===== config.mk =====
export PLATFORM = sky130hd
export DESIGN_NAME = serial_deserializer
export DESIGN_NICKNAME = d
export VERILOG_FILES = /design/src/rtl/serial_deserializer.sv
export SDC_FILE = /design/constraint.sdc
export NUM_CORES = 1
export LEC_CHECK = 0
export ABC_AREA = 1
export BUFFER_PORTS_ARGS = -buffer_cell sky130_fd_sc_hd__buf_2
export CAP_MARGIN = 5
export CORE_UTILIZATION = 40
export CTS_CLUSTER_DIAMETER = 80
export CTS_CLUSTER_SIZE = 20
export DETAILED_ROUTE_END_ITERATION = 10
export HOLD_SLACK_MARGIN = 0.1
export MAX_ROUTING_LAYER = met4
export PLACE_DENSITY = 0.71
export SLEW_MARGIN = 10
export SYNTH_ARGS = -nofsm -noshare
export SYNTH_HDL_FRONTEND = slang
export SYNTH_SLANG_ARGS = --single-unit

===== constraint.sdc =====
create_clock -name clock -period 1.3 [get_ports clock]
set_input_delay 0.13 -clock clock [delete_from_list [all_inputs] [get_ports clock]]
set_output_delay 0.13 -clock clock [all_outputs]
set_load 0.02 [all_outputs]

===== src/rtl/serial_deserializer.sv =====
// Start / WIDTH data bits (LSB first) / [odd parity] / stop deserializer with a one-word output buffer.
// Define SERIAL_DESERIALIZER_PARITY_EN to compile in the odd-parity bit and parity_err.
module serial_deserializer #(
    parameter int WIDTH = 8
) (
    input  logic             clock,
    input  logic             rst,
    input  logic             bit_in,
    input  logic             bit_valid,
    output logic [WIDTH-1:0] data_out,
    output logic             out_valid,
    input  logic             out_ready,
    output logic             frame_err,
    output logic             overrun,
    output logic             parity_err
);

    localparam int               CNT_W    = $clog2(WIDTH) + 1;
    localparam logic [CNT_W-1:0] LAST_BIT = CNT_W'(WIDTH - 1);

    typedef enum logic [1:0] {IDLE, DATA, PARITY, STOP} state_t;

    state_t           state_q, state_d;
    logic [CNT_W-1:0] cnt_q, cnt_d;
    logic [WIDTH-1:0] shift_q, shift_d;
    logic [WIDTH-1:0] data_q, data_d;
    logic             valid_q, valid_d;
    logic             frame_err_q, frame_err_d;
    logic             overrun_q, overrun_d;
    logic             word_done;
`ifdef SERIAL_DESERIALIZER_PARITY_EN
    logic             par_bad_q, par_bad_d;
    logic             par_err_q, par_err_d;
`endif

    always_comb begin
        // NOTE: every signal driven here gets a default first, so no path can infer a latch.
        state_d     = state_q;
        cnt_d       = cnt_q;
        shift_d     = shift_q;
        data_d      = data_q;
        valid_d     = valid_q;
        frame_err_d = 1'b0;
        overrun_d   = overrun_q;
        word_done   = 1'b0;
`ifdef SERIAL_DESERIALIZER_PARITY_EN
        par_bad_d   = par_bad_q;
        par_err_d   = 1'b0;
`endif

        if (bit_valid) begin
            case (state_q)
                IDLE: begin
                    if (!bit_in) begin
                        state_d = DATA;
                        cnt_d   = '0;
                    end
                end
                DATA: begin
                    shift_d = {bit_in, shift_q[WIDTH-1:1]};
                    cnt_d   = cnt_q + 1'b1;
                    if (cnt_q == LAST_BIT) begin
`ifdef SERIAL_DESERIALIZER_PARITY_EN
                        state_d = PARITY;
`else
                        state_d = STOP;
`endif
                    end
                end
                PARITY: begin
`ifdef SERIAL_DESERIALIZER_PARITY_EN
                    // Odd parity: data bits plus parity bit must hold an odd number of ones.
                    par_bad_d = ~(^{shift_q, bit_in});
                    state_d   = STOP;
`else
                    state_d   = IDLE;
`endif
                end
                STOP: begin
                    state_d = IDLE;
                    if (!bit_in) begin
                        frame_err_d = 1'b1;
                    end else begin
`ifdef SERIAL_DESERIALIZER_PARITY_EN
                        par_err_d = par_bad_q;
                        word_done = ~par_bad_q;
`else
                        word_done = 1'b1;
`endif
                    end
                end
                default: state_d = IDLE;
            endcase
        end

        // A same-cycle accept frees the buffer for the word completing now.
        if (word_done) begin
            if (!valid_q || out_ready) begin
                data_d  = shift_q;
                valid_d = 1'b1;
            end else begin
                overrun_d = 1'b1;
            end
        end else if (valid_q && out_ready) begin
            valid_d = 1'b0;
        end
    end

    // NOTE: all state, including the shift register and output word, is reset so nothing leaks past a reset.
    always_ff @(posedge clock or posedge rst) begin
        if (rst) begin
            state_q     <= IDLE;
            cnt_q       <= '0;
            shift_q     <= '0;
            data_q      <= '0;
            valid_q     <= 1'b0;
            frame_err_q <= 1'b0;
            overrun_q   <= 1'b0;
`ifdef SERIAL_DESERIALIZER_PARITY_EN
            par_bad_q   <= 1'b0;
            par_err_q   <= 1'b0;
`endif
        end else begin
            // NOTE: non-blocking here so every register sees pre-edge values of the others.
            state_q     <= state_d;
            cnt_q       <= cnt_d;
            shift_q     <= shift_d;
            data_q      <= data_d;
            valid_q     <= valid_d;
            frame_err_q <= frame_err_d;
            overrun_q   <= overrun_d;
`ifdef SERIAL_DESERIALIZER_PARITY_EN
            par_bad_q   <= par_bad_d;
            par_err_q   <= par_err_d;
`endif
        end
    end

    assign data_out  = data_q;
    assign out_valid = valid_q;
    assign frame_err = frame_err_q;
    assign overrun   = overrun_q;
`ifdef SERIAL_DESERIALIZER_PARITY_EN
    assign parity_err = par_err_q;
`else
    assign parity_err = 1'b0;
`endif

endmodule


==> run metrics, run 1 <==
status complete, no violations; routability-driven placement congestion ratio 0.6923; total track usage 0.1413; count leader, synth nand2_1; Most Crowded Layer GR met2; synthesized flop and latch total 25; Clk pwr share 0.139; Final Max Tran Viols 0; Starting Density 0.4286; final cycle utilization of the critical path 0.9206; post-synthesis compound-gate area fraction 0.1215; critical path, cell by cell nand3_2 -> nor2_4 -> nand2_4 -> nand2_1 -> o21ai_2; die height 53.99 um; Buffers on Ports 15; area grow syn2layout 15.16%; WP data arrival 1.42 ns; NetSw 1.012 mW; simple-gate share of the synthesized area 0.2083; # rows 18; Achievable Freq 0.8356 GHz; final setup TNS 0 ns; CP bufs+invs 0; Comb pwr share 0.358; leading area contributor after synthesis dfrtp_1; share of the synthesized area in the top cell type 0.5787; Synth Warn # 0; Synth cell types 18; slowest stage delay, CP 0.50 ns; met1 usage 0.1725; die width 53.99 um; adder-cell share of the synthesized area 0.01157; Iteration-0 DRC Markers 24; post-DP HPWL 1243 um; Avg WL per Cell 10.17 um; GR Util met3 0.02542; power density over cell area 2032 nW/um^2; critical path required time 1.53 ns; Mean Syn Cell Area 9.240 sq um; remaining antenna violation count 0; hold_sp out_ready; die area 2914 sq um; TritonCTS buffer count 3; final setup fails 0; Worst Setup End Kind register; Mapped Area 1081 sq um; Setup crit start state_q[1]$_DFFE_PP0P_; internal power 1.518 mW; P_leak 0.6495 nW; mux contribution to synthesized area 0; core area 2522 sq um; Max Cap Viol 0; crit-path leading delay family simple AND/OR/NAND/NOR gates; Residual DRC 0; sw frac 0.4000; Routed WL 1708 um; total congestion overflow 0; Reg-to-Reg Start state_q[1]$_DFFE_PP0P_; Antenna Cells 0; clock slew at reported path FFs 0.14 ns; Crit-path slowest cell dfrtp_1; share of cells above drive strength 1 0.2464; cells after synthesis 117; # IOs 17; Post-synth ARST share 1.000; top cells by instance count after synthesis nand2_1 (34), dfrtp_1 (25), inv_1 (15); initial antenna violation count 0; Final Util 0.4936; register area share after synthesis 0.5787; main combinational cell family by area after synthesis simple AND/OR/NAND/NOR gates; GR Util met2 0.2449; Synth Area in XOR/XNOR 0; Sequential Power Share 0.503; vias in the first global route 722; peak supply drop 0.9545 mV; largest net degree at the start of global routing 26; RSZ-0062 raised after global routing no; Hold Fails Final Rpt 0; vias 776; syn nets 123; Worst Hold Class primary input to register; Startpoint Class register; Min Clock Period, post-route 1.197 ns; first-pass GRT wire length 2911 um; Fin Clk Skew 0.009582 ns; Vias/cell 4.619; clk root buf clkbuf_4; CTS tree built; main flop type after synthesis dfrtp_1; CP Class register to register; H-tree Lvls 1; largest cells by area after synthesis dfrtp_1 (58%), nand2_1 (12%), o21ai_0 (5.6%); Pre-antenna DRT Iters 4; fillers 248; clock latency on the worst-skew pair 0.32 ns; Nets 145; Clock Sinks 25; EDFF count, synth 0; Clock Path Buffers 2; crit path max fanout 15
state kept, by name (all words and copies together), names as in the netlist:
signal,cells
data_out,8
shift_q,8
cnt_q,4
state_q,2
frame_err,1
out_valid,1
overrun,1
layout make-up:
class	count	area, sq um	share of cell area
Sequential cell	25	625.6	0.5025
Multi-Input combinational cell	74	375.4	0.3015
Timing Repair Buffer	20	120.1	0.09648
Inverter	15	56.30	0.04523
Tap cell	30	37.54	0.03015
Clock buffer	3	22.52	0.01809
Clock inverter	1	7.507	0.006030
cell usage in the layout, fill, tap and decap left out, types with 2 or more instances in the layout:
cell and count:
a21oi_1 2, buf_2 15, buf_4 2, clkbuf_4 3, dfrtp_1 25, dlygate4sd3_1 3
inv_1 15, nand2_1 34, nand3_1 6, nor2_1 5, o21ai_0 11, o21ai_2 6
worst paths after layout:
check	to	slack (ns)	depth (start not counted)
max	data_out[6]$_DFFE_PP0P_	0.10	5
min	out_valid$_DFFE_PP0P_	0.16	4
max reg2reg	data_out[6]$_DFFE_PP0P_	0.10	5
min reg2reg	overrun$_DFFE_PP0P_	0.48	1
max in group asynchronous	cnt_q[3]$_DFFE_PP0P_	0.67	4
min in group asynchronous	out_valid$_DFFE_PP0P_	0.38	4
per-stage QoR:
stage	area [sq um]	total power, mW	hold slack [ns]	worst slack (ns)	cells
floorplan	1081	1.938	0.1573	0.1821	117
global placement	1182	2.152	0.1880	0.1372	161
detailed placement	1182	2.196	0.1982	0.09052	161
CTS	1242	2.568	0.1398	0.07022	168
global route	1245	2.759	0.1620	0.01809	168
finish	1245	2.530	0.1599	0.1032	168
power by group through the flow:
stage          logic, mW  clock network, mW  registers, mW
6_report           0.905              0.353           1.27
5_1_grt             1.04              0.404           1.32
4_1_cts            0.917              0.379           1.27
3_5_place_dp       0.905                  0           1.29
3_3_place_gp       0.876                  0           1.28
2_1_floorplan      0.537                  0           1.40
layer usage:
layer / wire length [um] / vias to the layer above
li1: - / 406
met1: 821 / 358
met2: 855 / 12
met3: 31 / 0
met4: 0 / 0
met5: 0 / -
worst reg2reg max path, stage by stage, from the launching register on:
cell	delay (ns)
dfrtp_1	0.50
nand3_2	0.15
nor2_4	0.16
nand2_4	0.15
nand2_1	0.11
o21ai_2	0.05
kinds of logic (layout without fill, tap and decap cells):
family | Yosys count | after routing
simple gates | 51 | 51
flops | 25 | 25
compound gates | 21 | 21
buf+inv | 18 | 39
fa+ha+maj | 1 | 1
other cells | 1 | 1
timing repair:
item / in CTS / in global routing
resized for setup: 0 / 2
hold endpoints to repair: 26 / 0
setup buffers: 0 / 0
hold buffers: 3 / 0
endpoints found under the setup margin: 0 / 7
Power figures use the tool's default switching activity.
==> inputs of run 2 (changes only) <==
Clock period 1.3 ns to 1.35 ns, I/O delays scaled along.
==> run 2 against run 1 <==
Design area decreased by 1.0%. Flip-flop and latch count did not move. Register-to-register slack better by 0.05 ns. Via count increased by 0.52%. Cell count fell by 0.60%. Global-route usage stayed put. Die area is the same. Sequential share of layout area is 0.51 points higher. Utilization down 0.50 points. Combinational power is 4.3% lower. Critical path depth shrank 1. Highest routed layer unchanged.
==> run metrics, run 2 (same netlist as run 1, synthesis figures left out) <==
Fin Clk Skew 0.01146 ns; clock slew at reported path FFs 0.15 ns; most frequent cells in the layout nand2_1 (34), dfrtp_1 (25), inv_1 (15), buf_2 (15), o21ai_0 (11); Antenna Cells 0; Vias/cell 4.671; # IOs 17; slack of the critical path 0.1538 ns; met1 usage 0.1725; Hold Fails Final Rpt 0; Achievable Freq 0.8360 GHz; H-tree Lvls 1; WP data arrival 1.44 ns; CTS tree built; DP Area 1182 sq um; post-DP HPWL 1243 um; Iteration-0 DRC Markers 21; core area 2522 sq um; critical path required time 1.60 ns; status complete, no violations; vias 780; Min Clock Period, post-route 1.196 ns; vias in the first global route 723; Routed WL 1720 um; peak supply drop 0.9212 mV; fin area 1232 sq um; Reg-to-Reg Start state_q[1]$_DFFE_PP0P_; Pwr Total 2.434 mW; Final Max Tran Viols 0; P_leak 0.6455 nW; Cell Count, Final, Fillers Out 167; clock latency on the worst-skew pair 0.32 ns; clk root buf clkbuf_4; GR Util met3 0.02542; first-pass GRT wire length 2911 um; Starting Density 0.4286; power density over cell area 1975 nW/um^2; Post-Place Cells 161; routability-driven placement congestion ratio 0.6923; initial antenna violation count 0; final setup TNS 0 ns; GR Util met2 0.2449; Worst Setup End Kind register; remaining antenna violation count 0; CP Class register to register; Avg WL per Cell 10.30 um; Most Crowded Layer GR met2; die area 2914 sq um; Residual DRC 0; hold_sp bit_valid; Clock Sinks 25; total congestion overflow 0; pre-CTS setup slack 0.1405 ns; share of cells above drive strength 1 0.2409; Setup crit start state_q[1]$_DFFE_PP0P_; final cycle utilization of the critical path 0.8861; RSZ-0062 raised after global routing no; commonest non-fill, non-tap cell in the layout nand2_1; # rows 18; Buffers on Ports 15; Nets 144; Clock Path Buffers 2; Pre-antenna DRT Iters 4; TritonCTS buffer count 3; final setup fails 0; largest net degree at the start of global routing 26; total track usage 0.1413; Worst Hold Class primary input to register; Max Cap Viol 0; die height 53.99 um; Startpoint Class register; crit path max fanout 12; die width 53.99 um; area grow syn2layout 14.00%
-- run 2: cell types whose count changed in the layout (fill, tap and decap cells not counted) --
cell and delta:
dlygate4sd3_1 -1, nor2_1 +1, nor2_2 -1
-- run 2: worst paths after layout --
kind                            depth (start not counted)                endpoint  slack [ns]
max in group asynchronous                               4    cnt_q[3]$_DFFE_PP0P_        0.72
worst min register to register                          1     overrun$_DFFE_PP0P_        0.48
min in group asynchronous                               4   out_valid$_DFFE_PP0P_        0.38
worst max-delay path                                    4  shift_q[5]$_DFFE_PP0P_        0.15
worst min-delay path                                    3     frame_err$_DFF_PP0_        0.11
worst max register to register                          4  shift_q[5]$_DFFE_PP0P_        0.15
-- run 2: what timing repair did --
| item | CTS | global route |
|---|---|---|
| hold buffers | 2 | 0 |
| setup buffers | 0 | 0 |
| resized for setup | 0 | 1 |
| setup endpoints to repair | 0 | 2 |
| hold endpoints to repair | 26 | 0 |
-- run 2: final cells by class --
cell class,instances,area (sq um)
Inverter,15,56.30
Timing Repair Buffer,19,110.1
Fill cell,249,1290
Clock inverter,1,7.507
Multi-Input combinational cell,74,372.9
Tap cell,30,37.54
Sequential cell,25,625.6
Clock buffer,3,22.52
-- run 2: metrics by stage --
stage,hold WS [ns],util
global route,0.1015,0.4886
finish,0.1148,0.4886
floorplan,0.1623,-
CTS,0.1038,0.4886
detailed placement,0.2032,0.4688
global placement,0.1930,0.4688
-- run 2: critical path, cell delays in order (launching register included) --
cell and delay, ns:
dfrtp_1 0.48, nor2_1 0.29, buf_4 0.23, nand2_1 0.05, o21ai_0 0.08
-- run 2: where the power goes --
| part | total (mW) | switching, mW | internal, mW | leakage (nW) |
|---|---|---|---|---|
| clock network | 0.344 | 0.231 | 0.113 | 0.0139 |
| registers | 1.22 | 0.191 | 1.03 | 0.330 |
| logic | 0.866 | 0.553 | 0.313 | 0.301 |
-- run 2: layer usage --
layer	wire length [um]	vias up
li1	-	404
met2	863	12
met1	826	364
met4	0	0
met5	0	-
met3	30	0
==> inputs of run 3 (changes only) <==
Settings changed: CORE_MARGIN from default to 8.
==> run 3 against run 2 <==
Wire length up 6.8%. Power up 0.46%. Combinational power up 1%. Worst setup slack worse by 0.0095 ns. Worst hold slack worse by 0.0082 ns. Clock skew down 0.0073 ns. Cell count up 0.60%. Flip-flop and latch count unchanged. Critical endpoint is now data_out[5]$_DFFE_PP0P_. Largest cell class unchanged. Largest power group unchanged. Highest routed layer is now met4.
==> run metrics, run 3 (same netlist as run 1, synthesis figures left out) <==
Cell Count, Final, Fillers Out 168; CTS tree built; Iteration-0 DRC Markers 37; Fin Clk Skew 0.004211 ns; Worst Setup End Kind register; R2R Setup Slk 0.14 ns; total congestion overflow 0; H-tree Lvls 1; crit-path leading delay family simple AND/OR/NAND/NOR gates; hold_sp bit_valid; Antenna Cells 0; clock slew at reported path FFs 0.14 ns; core area 2663 sq um; die height 67.99 um; total setup buffers inserted after CTS 0; crit path max fanout 15; first-pass GRT wire length 3174 um; post-DP HPWL 1352 um; P_leak 0.6455 nW; WHS 0.1067 ns; slowest stage delay, CP 0.49 ns; final setup fails 0; die area 4622 sq um; Max Cap Viol 0; remaining antenna violation count 0; WP data arrival 1.43 ns; Setup crit start state_q[1]$_DFFE_PP0P_; die width 67.99 um; Routed WL 1837 um; commonest non-fill, non-tap cell in the layout nand2_1; Buffers on Ports 15; # rows 19; Min Clock Period, post-route 1.206 ns; most frequent cells in the layout nand2_1 (34), dfrtp_1 (25), inv_1 (15), buf_2 (15), o21ai_0 (11); Hold Fails Final Rpt 0; initial antenna violation count 0; Clock Sinks 25; clock latency on the worst-skew pair 0.32 ns; share of cells above drive strength 1 0.2409; Achievable Freq 0.8294 GHz; power density over cell area 1982 nW/um^2; RSZ-0062 raised after global routing no; critical path, cell by cell nand3_2 -> nor2_4 -> nand2_4 -> nand2_1 -> o21ai_2; # IOs 17; Pre-antenna DRT Iters 2; vias 782; total track usage 0.09208; CP bufs+invs 0; vias in the first global route 756; Post-Place Cells 162; Nets 144; Startpoint Class register; Vias/cell 4.655; slack of the critical path 0.1443 ns; largest net degree at the start of global routing 26; Starting Density 0.4060; TritonCTS buffer count 3; Clock Path Buffers 2; routability-driven placement congestion ratio 0.7620; final setup TNS 0 ns; Reg-to-Reg Start state_q[1]$_DFFE_PP0P_; pre-CTS setup slack 0.1376 ns; Pwr Total 2.445 mW; CP Class register to register; Avg WL per Cell 10.93 um; Final Max Tran Viols 0; area grow syn2layout 14.12%; clk root buf clkbuf_4; critical path required time 1.58 ns; final cycle utilization of the critical path 0.8931; peak supply drop 0.9083 mV; Residual DRC 0; status complete, no violations; Crit-path slowest cell dfrtp_1; Worst Hold Class primary input to register
==> run 3: cell counts in the layout (fill, tap and decap cells not counted) <==
Identical to the previous run, type by type.
==> run 3: final timing paths <==
kind,end,cells past startpoint
max,data_out[5]$_DFFE_PP0P_,5
max in group asynchronous,data_out[2]$_DFFE_PP0P_,4
min,frame_err$_DFF_PP0_,3
min in group asynchronous,out_valid$_DFFE_PP0P_,4
max reg2reg,data_out[5]$_DFFE_PP0P_,5
min reg2reg,overrun$_DFFE_PP0P_,1
==> run 3: worst reg2reg max path: cells and delay by family, from the launching register on <==
| family | cells | cell delay (ns) |
|---|---|---|
| AO/OA/AOI/OAI | 1 | 0.06 |
| flip-flops | 1 | 0.49 |
| AND/OR/NAND/NOR | 4 | 0.57 |
==> run 3: cell type report <==
cell class	instances	area, sq um
clock inverters	1	7.507
fillers	265	1429
inverters	15	56.30
flip-flops and latches	25	625.6
well taps	31	38.79
repair buffers	19	110.1
multi-input cells	74	372.9
clock buffers	3	22.52
==> run 3: report_power, final <==
group / total (mW) / internal (mW) / switching (mW)
Sequential: 1.23 / 1.03 / 0.194
Combinational: 0.875 / 0.313 / 0.562
Clock: 0.344 / 0.113 / 0.230
Total: 2.45 / 1.46 / 0.987
==> run 3: what timing repair did <==
item	4_1_cts	5_1_grt
endpoints found under the hold margin	26	0
hold buffers	2	0
setup endpoints to repair	0	2
resized for setup	0	1
==> run 3: through the flow <==
stage / cell area [sq um] / util
global placement: 1184 / 0.4445
CTS: 1234 / 0.4633
global route: 1234 / 0.4633
finish: 1234 / 0.4633
floorplan: 1081 / -
detailed placement: 1184 / 0.4445
==> run 3: per-layer routing <==
metal	part of all wire	wire length [um]	up-vias	GRT usage
met1	0.44	817	365	0.1067
met2	0.48	878	12	0.1442
li1	-	-	401	-
met5	0	0	-	-
met4	0.028	52	0	0.05882
met3	0.048	89	4	0.01637
